### config.mk
export PLATFORM = sky130hd
export DESIGN_NAME = dance_step_judge
export DESIGN_NICKNAME = d
export VERILOG_FILES = /design/src/rtl/dance_step_judge.sv
export SDC_FILE = /design/constraint.sdc
export NUM_CORES = 1
export LEC_CHECK = 0
export ABC_AREA = 1
export CELL_PAD_IN_SITES_DETAIL_PLACEMENT = 0
export CELL_PAD_IN_SITES_GLOBAL_PLACEMENT = 1
export CORE_MARGIN = 3
export CORE_UTILIZATION = 25
export DETAILED_ROUTE_END_ITERATION = 7
export GPL_ROUTABILITY_DRIVEN = 0
export HOLD_SLACK_MARGIN = 0.06
export PLACE_DENSITY_LB_ADDON = 0.3
export SLEW_MARGIN = 20
export SYNTH_ARGS = -nofsm -noshare
export SYNTH_HDL_FRONTEND = slang
export SYNTH_SLANG_ARGS = --single-unit
### constraint.sdc
create_clock -name Clock -period 1.8 [get_ports Clock]
set_input_delay 0.36 -clock Clock [delete_from_list [all_inputs] [get_ports Clock]]
set_output_delay 0.36 -clock Clock [all_outputs]
set_load 0.02 [all_outputs]
### src/rtl/dance_step_judge.sv
// Step-driven arrow judge: arms a target pattern on each new step, grades pad presses
// within WINDOW cycles, keeps a saturating score/combo. COMBO_BONUS_EN enables +2 hits at combo>=3.
module dance_step_judge #(
    parameter int unsigned WINDOW  = 4,
    parameter int unsigned SCORE_W = 8
) (
    input  logic               Clock,
    input  logic               reset,
    input  logic [2:0]         step,
    input  logic [3:0]         pads,
    output logic [3:0]         arrows,
    output logic               hit,
    output logic               miss,
    output logic [SCORE_W-1:0] score,
    output logic [3:0]         combo
);

    typedef enum logic [1:0] {
        IDLE,
        ARMED,
        DONE
    } state_t;

    localparam logic [3:0] WIN_LAST = 4'(WINDOW - 1);

    state_t             state;
    logic [2:0]         step_q;
    logic [3:0]         pattern;
    logic [3:0]         win_cnt;
    logic [3:0]         rom_pat;
    logic               beat;
    logic               judge_hit;
    logic               judge_miss;
    logic [SCORE_W:0]   score_inc;
    logic [SCORE_W:0]   score_sum;
    logic [SCORE_W-1:0] score_next;

    always_comb begin
        rom_pat = 4'b0000;
        case (step)
            3'd0: rom_pat = 4'b0001;
            3'd1: rom_pat = 4'b0010;
            3'd2: rom_pat = 4'b0100;
            3'd3: rom_pat = 4'b1000;
            3'd4: rom_pat = 4'b0011;
            3'd5: rom_pat = 4'b1100;
            3'd6: rom_pat = 4'b0101;
            3'd7: rom_pat = 4'b1010;
            default: rom_pat = 4'b0000;
        endcase
    end

    // A beat arriving while still armed forces a verdict on the old pattern first.
    always_comb begin
        beat       = (step != step_q);
        judge_hit  = 1'b0;
        judge_miss = 1'b0;
        if (state == ARMED) begin
            judge_hit  = (pads == pattern);
            judge_miss = !judge_hit &&
                         (((pads & ~pattern) != 4'b0000) || (win_cnt == WIN_LAST) || beat);
        end
    end

    always_comb begin
        score_inc = (SCORE_W + 1)'(1);
`ifdef COMBO_BONUS_EN
        if (combo >= 4'd3)
            score_inc = (SCORE_W + 1)'(2);
`endif
        score_sum  = {1'b0, score} + score_inc;
        score_next = score_sum[SCORE_W] ? '1 : score_sum[SCORE_W-1:0];
    end

    always_ff @(posedge Clock or posedge reset) begin
        if (reset) begin
            state   <= IDLE;
            step_q  <= '0;
            pattern <= '0;
            win_cnt <= '0;
            arrows  <= '0;
            hit     <= 1'b0;
            miss    <= 1'b0;
            score   <= '0;
            combo   <= '0;
        end else begin
            step_q <= step;
            hit    <= judge_hit;
            miss   <= judge_miss;

            if (judge_hit) begin
                score <= score_next;
                combo <= (combo == 4'd15) ? combo : combo + 4'd1;
            end else if (judge_miss) begin
                combo <= '0;
            end

            if (beat) begin
                pattern <= rom_pat;
                win_cnt <= '0;
                state   <= ARMED;
                arrows  <= rom_pat;
            end else begin
                case (state)
                    ARMED: begin
                        if (judge_hit || judge_miss) begin
                            state  <= DONE;
                            arrows <= '0;
                        end else begin
                            win_cnt <= win_cnt + 4'd1;
                        end
                    end
                    default: arrows <= '0;
                endcase
            end
        end
    end

endmodule

==> qor.yml, run 1 <==
status:
  outcome: "finished clean"
worst_setup_path:
  worst-path-buf-inv: 1
  cp.arrival_ns: 1.35
  critPathTopFamily: "buffers and inverters"
  start_kind: "flip-flop"
  crit_slowest_cell: "clkdlybuf4s50_1"
  critPathRequiredTime_ns: 1.44
  slowest_delay_ns: 0.64
  cp_max_fo: 6
  cp-end-kind: "output pin"
  critPathKind: "reg2out"
  crit_chain: "clkdlybuf4s50_1"
die:
  rows: 28
  core-area_mm2: 0.006131
  dieArea_mm2: 0.007542
  die_height_um: 86.85
  ioPinCount: 27
  start_util_pct: 26.65
  die-width_um: 86.85
power:
  p_per_area_mw_per_mm2: 1001
  p_sw_share_pct: 31.30
  comb_power_share_pct: 28.8
  vdd_drop_max_v: 0.0004003
  p_leak_uw: 0.001075
  cell_internal_pwr_uw: 1528
  pwr-share-clk_pct: 32.2
  power.switching_uw: 696.1
  seqPwrFrac_pct: 39.1
timing:
  skew_ns: 0.006653
  hold_violations: 0
  hold_ws_ns: 0.4654
  fin_crit_sh_pct: 94.75
  maxSlewViolCount: 0
  max_freq_mhz: 586.3
  max_slew.worst_pin.slew_ns: 0.4027
  final-setup-viol-count: 0
  period_needed_ns: 1.706
  max_slew_margin_pct: 73.16
  rsz0062_at_grt: "false"
routing:
  drt-vias-per-instance: 4.205
  routed-via-count: 1333
  drc_errors: 0
  postRouteAntennaNets: 0
  drt_iter0_drc: 51
  drt_wl_total_um: 3381
  route.detailed.wl_per_inst_um: 10.67
  firstDrtPassIters: 4
clock_network:
  ctsHoldBuffers: 0
  cts_made_buffers: 5
  clkTransAtPathRegs_ns: 0.07
  clock_sinks: 31
  insertion_delay_ns: 0.29
  ctsHtreeMaxLevel: 2
  clockBufferDepth: 2
  cts_root_buffer: "clkbuf_8"
  tritoncts: "yes"
logic_synthesis:
  synth_cells: 193
  synth_seq_area_share_pct: 47.47
  syn_nets: 213
  ys_warn_count: 0
  syn_area_per_cell_um2: 8.467
  syn_area_mm2: 0.001634
  ys_seq_elements: 31
  synth.distinct_cells: 26
global_route:
  grtUsageMet2_pct: 16.22
  grt_max_degree: 32
  met1_usage_pct: 13.34
  antenna_found_initial: 0
  grt_pass1_wl_um: 6099
  grt.met3_usage_pct: 2.852
  grt-ovfl-total: 0
  grt_usage_pct: 10.45
  grt.busiest_layer: "met2"
  grt_pass1_vias: 1336
final_layout:
  fin_util_pct: 36.24
  area_delta_synth_final_pct: 35.99
  layout.nets: 261
  antenna_cells: 0
  finish.instance_area_mm2: 0.002222
  drive_gt1_share_pct: 16.12
placement:
  dp_hpwl_um: 2577
  placed_area_mm2: 0.002100
  io_buffers: 26
worst_hold_path:
  hold_class: "in2async"
job:
  cap_violations: 0
==> worst paths after layout <==
path / startpoint / to / slack, ns / cells past startpoint
setup / recovery: combo[2] / combo[2] / 0.09 / 1
hold / removal: reset / score[1] / 0.47 / 3
setup reg to reg: pattern[1] / score[5] / 0.27 / 9
hold reg to reg: state[0] / state[0] / 0.49 / 2
max in group asynchronous: reset / score[4] / 1.04 / 3
min in group Clock: state[0] / state[0] / 0.49 / 2
==> metrics by stage <==
stage	worst slack [ns]	std cells	power, uW	setup TNS (ns)
floorplan	0.3061	193	1229	0
global placement	-0.1577	309	1529	-2.564
detailed placement	-0.1901	309	1528	-2.931
CTS	0.06805	317	2260	0
global route	0.003399	317	2389	0
finish	0.09444	317	2224	0
==> tightest hold or removal path, cell delays in order <==
cell,delay [ns]
clkdlybuf4s50_1,0.40
inv_1,0.05
buf_4,0.36
==> layer usage <==
layer | up-vias | part of all wire [%]
met5 | - | 0
met4 | 0 | 2.2
met3 | 6 | 3.7
met2 | 22 | 45
met1 | 592 | 49
li1 | 713 | -
==> Yosys cell counts <==
library cell  number  share of area [%]
inv_2              3               0.69
nor2_4             3                2.1
nand2_2            2               0.77
inv_1             22                5.1
o21ai_1            1               0.31
and3_1             1               0.38
xnor2_1            1               0.54
xor2_1             2                1.1
ha_1              11                8.4
nor2_2             2               0.77
buf_2              1               0.31
a21oi_4            1                1.0
nor3_1             1               0.31
dfrtp_1           31                 47
nand3b_1           1               0.46
o21ai_0           13                4.0
xnor2_2            1                1.0
nand4_1            1               0.38
nand2_1           52                 12
nor2_1            13                3.0
nand3_1           22                6.7
a21oi_1            2               0.61
or2_2              1               0.38
o211ai_1           2               0.92
buf_6              1               0.69
or2_1              2               0.77
==> cells in the final DEF, fill, tap and decap left out <==
master / count
clkinv_2: 1
xnor2_2: 1
nand2_1: 51
and3_1: 1
o211ai_1: 2
buf_4: 17
bufinv_16: 1
xnor2_1: 1
or2_1: 2
a21oi_1: 2
inv_4: 1
a21oi_4: 1
nand2_2: 3
clkdlybuf4s50_1: 26
nand4_1: 1
inv_1: 22
nor2_1: 13
o21ai_1: 2
inv_2: 2
nand3b_1: 1
xor2_1: 2
o21ai_0: 12
dfrtp_1: 31
nor2_4: 3
or2_2: 1
nor2_2: 2
clkbuf_8: 6
nand3_1: 22
ha_1: 11
nor3_1: 1
==> state kept, by name, indices dropped and copies added (netlist names) <==
| name | flops |
|---|---|
| miss | 1 |
| pattern | 4 |
| state | 2 |
| win_cnt | 4 |
| combo | 4 |
| step_q | 3 |
| arrows | 4 |
| score | 8 |
| hit | 1 |
==> power by group through the flow <==
stage          Clock, uW  Sequential (uW)  Combinational (uW)
2_1_floorplan          0              961                 268
3_3_place_gp           0              884                 644
3_5_place_dp           0              884                 644
4_1_cts              741              872                 647
5_1_grt              784              886                 718
6_report             716              869                 640
==> cell families after synthesis <==
family / after synthesis / share of synthesized area, %
AO/OA/AOI/OAI: 19 / 6.814
XOR/XNOR: 4 / 2.604
AND/OR/NAND/NOR: 101 / 27.95
flip-flops: 31 / 47.47
adder cells (fa/ha/maj): 11 / 8.423
buffers and inverters: 27 / 6.738
==> layout make-up <==
type                    instances  area [um2]
fillers                       627        3909
flip-flops and latches         31       775.7
multi-input cells             135       750.7
repair buffers                 43       387.9
inverters                      25       96.34
well taps                      75       93.84
clock buffers                   6       82.58
clock inverters                 2       35.03
==> what timing repair did <==
action | 4_1_cts | 5_1_grt
endpoints found under the setup margin | 0 | 6
resized for setup | 0 | 3
buffers inserted | 0 | 0
Power figures use the tool's default switching activity.
==> inputs of run 2 (changes only) <==
CORE_ASPECT_RATIO = 1.4   (was not set)
==> run 2 against run 1 <==
Against the previous run: die area grew 0.19%; final cell count shrank 0.95%; register-to-register slack is essentially flat; sequential power is essentially flat; cell area shrank 1.4%; clock skew shrank 0.0011 ns; worst setup slack gained 0.0037 ns; worst hold slack lost 0.0028 ns; sequential cell count is the same; critical endpoint unchanged; largest power group unchanged.
==> qor.yml, run 2 (synthesized netlist as in run 1, its figures left out) <==
clock_network:
  clkTransAtPathRegs_ns: 0.07  # about the same
  clockBufferDepth: 2  # unchanged
  clock_sinks: 31  # unchanged
  ctsHtreeMaxLevel: 2  # unchanged
  tritoncts: "yes"
  ctsHoldBuffers: 0  # unchanged
  insertion_delay_ns: 0.27  # -0.02 ns
  cts_made_buffers: 5  # unchanged
  cts_root_buffer: "clkbuf_8"
worst_setup_path:
  critPathTopFamily: "buffers and inverters"
  critPathKind: "reg2out"
  crit_slowest_cell: "clkdlybuf4s50_1"
  cp.arrival_ns: 1.34  # about the same
  worst-path-buf-inv: 1  # unchanged
  reg2reg_slack_ns: 0.28  # about the same
  slowest_delay_ns: 0.64  # about the same
  cp_max_fo: 6  # unchanged
  rr_startpoint: "pattern[0]"
  rr_endpoint: "score[5]"
  critPathRequiredTime_ns: 1.44  # about the same
  crit_chain: "clkdlybuf4s50_1"
  start_kind: "flip-flop"
  reg2reg_depth: 9  # unchanged
  cp-end-kind: "output pin"
global_route:
  grt_max_degree: 32  # unchanged
  grt_pass1_vias: 1298  # -2.8%
  grt-ovfl-total: 0  # unchanged
  antenna_found_initial: 0  # unchanged
  grt_usage_pct: 10.30  # -0.15 points
  grt_pass1_wl_um: 6009  # -1.5%
timing:
  hold_ws_ns: 0.4626  # -0.002815 ns
  fin_crit_sh_pct: 94.55  # -0.20 points
  max_slew.worst_pin.slew_ns: 0.4087  # +0.006046 ns
  period_needed_ns: 1.702  # -0.003689 ns
  hold_violations: 0  # unchanged
  maxSlewViolCount: 0  # unchanged
  max_freq_mhz: 587.6  # +0.22%
  setup_ws_ns: 0.09813  # +0.003689 ns
  skew_ns: 0.005536  # -0.001117 ns
  final-setup-viol-count: 0  # unchanged
  max_slew_margin_pct: 72.75  # -0.40 points
  rsz0062_at_grt: "false"
routing:
  drc_errors: 0  # unchanged
  drt_wl_total_um: 3530  # +4.4%
  drt-vias-per-instance: 4.373  # +4.0%
  route.detailed.wl_per_inst_um: 11.24  # +5.4%
  routed-via-count: 1373  # +3.0%
  drt_iter0_drc: 49  # -3.9%
  firstDrtPassIters: 4  # unchanged
  postRouteAntennaNets: 0  # unchanged
final_layout:
  final_common_cell: "nand2_1"
  drive_gt1_share_pct: 15.29  # -0.83 points
  register_area_um2: 775.7  # unchanged
  fin_cells: 314  # -0.95%
  area_delta_synth_final_pct: 34.15
  layout.nets: 261  # unchanged
  fillerInstances: 701  # +12%
  largest_register_ffs: 8  # unchanged
  multi_input_area_um2: 758.2  # +1.0%
  finish.instance_area_mm2: 0.002192  # -1.4%
  largest_register: "score"
  layout_common_cells: "nand2_1 (52), dfrtp_1 (31), clkdlybuf4s50_1 (25), inv_1 (22), nand3_1 (22)"
  antenna_cells: 0  # unchanged
die:
  rows: 34  # +21%
  die_height_um: 101.7  # +17%
  start_util_pct: 25.95  # -0.70 points
  core-area_mm2: 0.006296  # +2.7%
  die-width_um: 74.33  # -14%
  dieArea_mm2: 0.007556  # +0.19%
  ioPinCount: 27  # unchanged
job:
  cap_violations: 0  # unchanged
power:
  vdd_drop_max_v: 0.0003800  # -5.1%
  comb_power_share_pct: 31.4  # +2.6 points
  power.total_uw: 2034  # -8.6%
  cell_internal_pwr_uw: 1349  # -12%
  p_leak_uw: 0.001064  # -1.0%
  pwr-share-clk_pct: 25.7  # -6.5 points
  p_sw_share_pct: 33.68  # +2.4 points
  power.switching_uw: 685.0  # -1.6%
  p_per_area_mw_per_mm2: 927.8  # -7.3%
  seqPwrFrac_pct: 42.9  # +3.8 points
placement:
  dp_hpwl_um: 2714  # +5.3%
  placedCellCount: 306  # -0.97%
  placed_area_mm2: 0.002096  # -0.18%
  io_buffers: 26  # unchanged
  dp_slack_ns: -0.1884  # +0.001695 ns
worst_hold_path:
  hold_class: "in2async"
status:
  outcome: "finished clean"
-- run 2: worst max-delay path by stage --
stage                           to  depth (start not counted)  startpoint
after floorplan           score[6]                          7    score[0]
after global placement    score[5]                          9     pads[1]
after detailed placement  score[5]                          9     pads[0]
after CTS                 score[4]                          1    score[4]
after global routing      score[5]                          9     pads[0]
final                     combo[2]                          1    combo[2]
-- run 2: routing by layer --
metal  GRT usage, %  vias to the layer above  share of wire, %
li1               -                      709                 -
met4          2.877                        0               1.0
met5              0                        -                 0
met2          17.76                       28                51
met1          12.61                      632                44
met3          2.582                        4               4.4
-- run 2: per-stage QoR --
stage	util (%)	TNS, ns
after global routing	34.82	0
after global placement	33.29	-1.673
after CTS	34.58	0
after detailed placement	33.29	-2.428
after floorplan	-	0
final	34.82	0
-- run 2: power by group through the flow --
stage	Combinational, uW	Clock (uW)	Sequential (uW)
after global routing	711	582	887
after global placement	643	0	890
after detailed placement	645	0	889
after floorplan	268	0	961
after CTS	648	549	875
final	639	523	872
-- run 2: worst reg2reg max path, cell delays in order (launching register included) --
cell	delay, ns
dfrtp_1	0.33
inv_1	0.05
ha_1	0.27
nand2_1	0.07
nor2_4	0.17
nand2_4	0.10
inv_4	0.09
nand2_1	0.09
o21ai_0	0.15
nand3_1	0.08
-- run 2: final cells by class --
cell class	instances	share of cell area [%]
clock buffers	7	3.482
multi-input cells	135	34.59
clock inverters	1	0.2283
inverters	25	4.395
flip-flops and latches	31	35.39
repair buffers	43	17.81
well taps	72	4.110
-- run 2: what timing repair did --
item / CTS / global route
setup endpoints to repair: 0 / 5
buffers inserted: 0 / 0
resized for setup: 0 / 4
==> inputs of run 3 (changes only) <==
CAP_MARGIN = 40   (was not set)
MAX_ROUTING_LAYER = met4   (was not set)
==> run 3 against run 2 <==
Against the previous run: final cell count did not move; sequential share of layout area unchanged; combinational power hardly changed; register-to-register slack barely moved; first-iteration DRC count rose by 6.1%; worst setup slack about the same; sequential power about the same.
==> qor.yml, run 3 (synthesized netlist as in run 1, its figures left out) <==
timing:
  setup_ws_ns: 0.09855  # +0.0004115 ns
  rsz0062_at_grt: "false"
  skew_ns: 0.005228  # -0.0003075 ns
  period_needed_ns: 1.701  # -0.0004115 ns
  final-setup-viol-count: 0  # unchanged
  max_slew_margin_pct: 72.76  # about the same
  hold_violations: 0  # unchanged
  max_slew.worst_pin.slew_ns: 0.4086  # -0.00009298 ns
  max_freq_mhz: 587.7  # about the same
  maxSlewViolCount: 0  # unchanged
  fin_crit_sh_pct: 94.53  # about the same
worst_setup_path:
  worst-path-buf-inv: 1  # unchanged
  slowest_delay_ns: 0.64  # about the same
  start_kind: "flip-flop"
  critPathRequiredTime_ns: 1.44  # about the same
  critPathKind: "reg2out"
  crit_chain: "clkdlybuf4s50_1"
  crit_slowest_cell: "clkdlybuf4s50_1"
  cp-end-kind: "output pin"
  critPathTopFamily: "buffers and inverters"
  cp.arrival_ns: 1.34  # about the same
  cp_max_fo: 6  # unchanged
global_route:
  grt-ovfl-total: 0  # unchanged
  grt_pass1_wl_um: 6009  # unchanged
  grt_max_degree: 32  # unchanged
  grt_usage_pct: 10.61  # +0.31 points
  antenna_found_initial: 0  # unchanged
  grt_pass1_vias: 1298  # unchanged
die:
  dieArea_mm2: 0.007556  # unchanged
  start_util_pct: 25.95  # unchanged
  core-area_mm2: 0.006296  # unchanged
  die-width_um: 74.33  # unchanged
  ioPinCount: 27  # unchanged
  rows: 34  # unchanged
  die_height_um: 101.7  # unchanged
routing:
  firstDrtPassIters: 4  # unchanged
  drt_iter0_drc: 52  # +6.1%
  route.detailed.wl_per_inst_um: 11.27  # +0.23%
  drc_errors: 0  # unchanged
  drt-vias-per-instance: 4.379  # +0.15%
  routed-via-count: 1375  # +0.15%
  drt_wl_total_um: 3538  # +0.23%
  postRouteAntennaNets: 0  # unchanged
power:
  vdd_drop_max_v: 0.0003798  # about the same
  p_leak_uw: 0.001064  # unchanged
  p_per_area_mw_per_mm2: 927.5  # about the same
  power.total_uw: 2033  # about the same
final_layout:
  antenna_cells: 0  # unchanged
  layout_common_cells: "nand2_1 (52), dfrtp_1 (31), clkdlybuf4s50_1 (25), inv_1 (22), nand3_1 (22)"
  layout.nets: 261  # unchanged
  fin_util_pct: 34.82  # unchanged
  final_common_cell: "nand2_1"
  drive_gt1_share_pct: 15.29  # unchanged
  area_delta_synth_final_pct: 34.15  # unchanged
  fin_cells: 314  # unchanged
  fillerInstances: 701  # unchanged
  finish.instance_area_mm2: 0.002192  # unchanged
  multi_input_area_um2: 758.2  # unchanged
  largest_register: "score"
  largest_register_ffs: 8  # unchanged
  register_area_um2: 775.7  # unchanged
job:
  cap_violations: 0  # unchanged
clock_network:
  clock_sinks: 31  # unchanged
  clkTransAtPathRegs_ns: 0.07  # about the same
  ctsHtreeMaxLevel: 2  # unchanged
  clockBufferDepth: 2  # unchanged
  cts_made_buffers: 5  # unchanged
  cts_root_buffer: "clkbuf_8"
  insertion_delay_ns: 0.27  # about the same
  tritoncts: "yes"
worst_hold_path:
  hold_class: "in2async"
placement:
  dp_hpwl_um: 2714  # unchanged
  placedCellCount: 306  # unchanged
  dp_slack_ns: -0.1884  # unchanged
  io_buffers: 26  # unchanged
  placed_area_mm2: 0.002096  # unchanged
status:
  outcome: "finished clean"
[run 3: cell counts in the layout (fill, tap and decap cells not counted)]
No cell type changed its count.
[run 3: final cells by class]
type	count	area share, %
sequential	31	35.39
multi-input combinational	135	34.59
timing repair buffer	43	17.81
inverter	25	4.395
tap	72	4.110
clock buffer	7	3.482
clock inverter	1	0.2283
[run 3: layer usage]
metal	up-vias	GRT usage, %	wire length, um
met2	28	17.76	1799
met3	4	2.483	146
li1	709	-	-
met4	0	2.877	40
met5	-	-	0
met1	634	12.67	1551
[run 3: worst paths after layout]
path	cells after the start	end	startpoint	slack (ns)
worst max-delay path	1	combo[2]	combo[2]	0.1
worst min-delay path	3	arrows[0]	reset	0.47
worst max register to register	9	score[5]	pattern[0]	0.28
worst min register to register	2	state[0]	state[0]	0.51
max in group asynchronous	3	score[5]	reset	1.03
min in group Clock	2	state[0]	state[0]	0.51
[run 3: where the power goes]
part / leakage [uW] / internal (uW) / switching [uW]
Sequential: 0.000390 / 791 / 80.4
Clock: 0.0000422 / 271 / 251
Combinational: 0.000632 / 287 / 353
Total: 0.00106 / 1350 / 684
[run 3: worst reg2reg max path, cell delays in order (launching register included)]
cell     delay, ns
dfrtp_1       0.33
inv_1         0.05
ha_1          0.27
nand2_1       0.07
nor2_4        0.17
nand2_4       0.10
inv_4         0.09
nand2_1       0.09
o21ai_0       0.15
nand3_1       0.08
[run 3: repair_timing]
item                       in CTS  in global routing
setup buffers                   0                  0
setup endpoints to repair       0                  5
hold buffers                    0                  0
gates resized for setup         0                  4
[run 3: through the flow]
stage	hold WS, ns	TNS [ns]
after CTS	0.4860	0
final	0.4686	0
after global routing	0.5231	0
after global placement	0.4816	-1.673
after detailed placement	0.4967	-2.428
after floorplan	0.3914	0
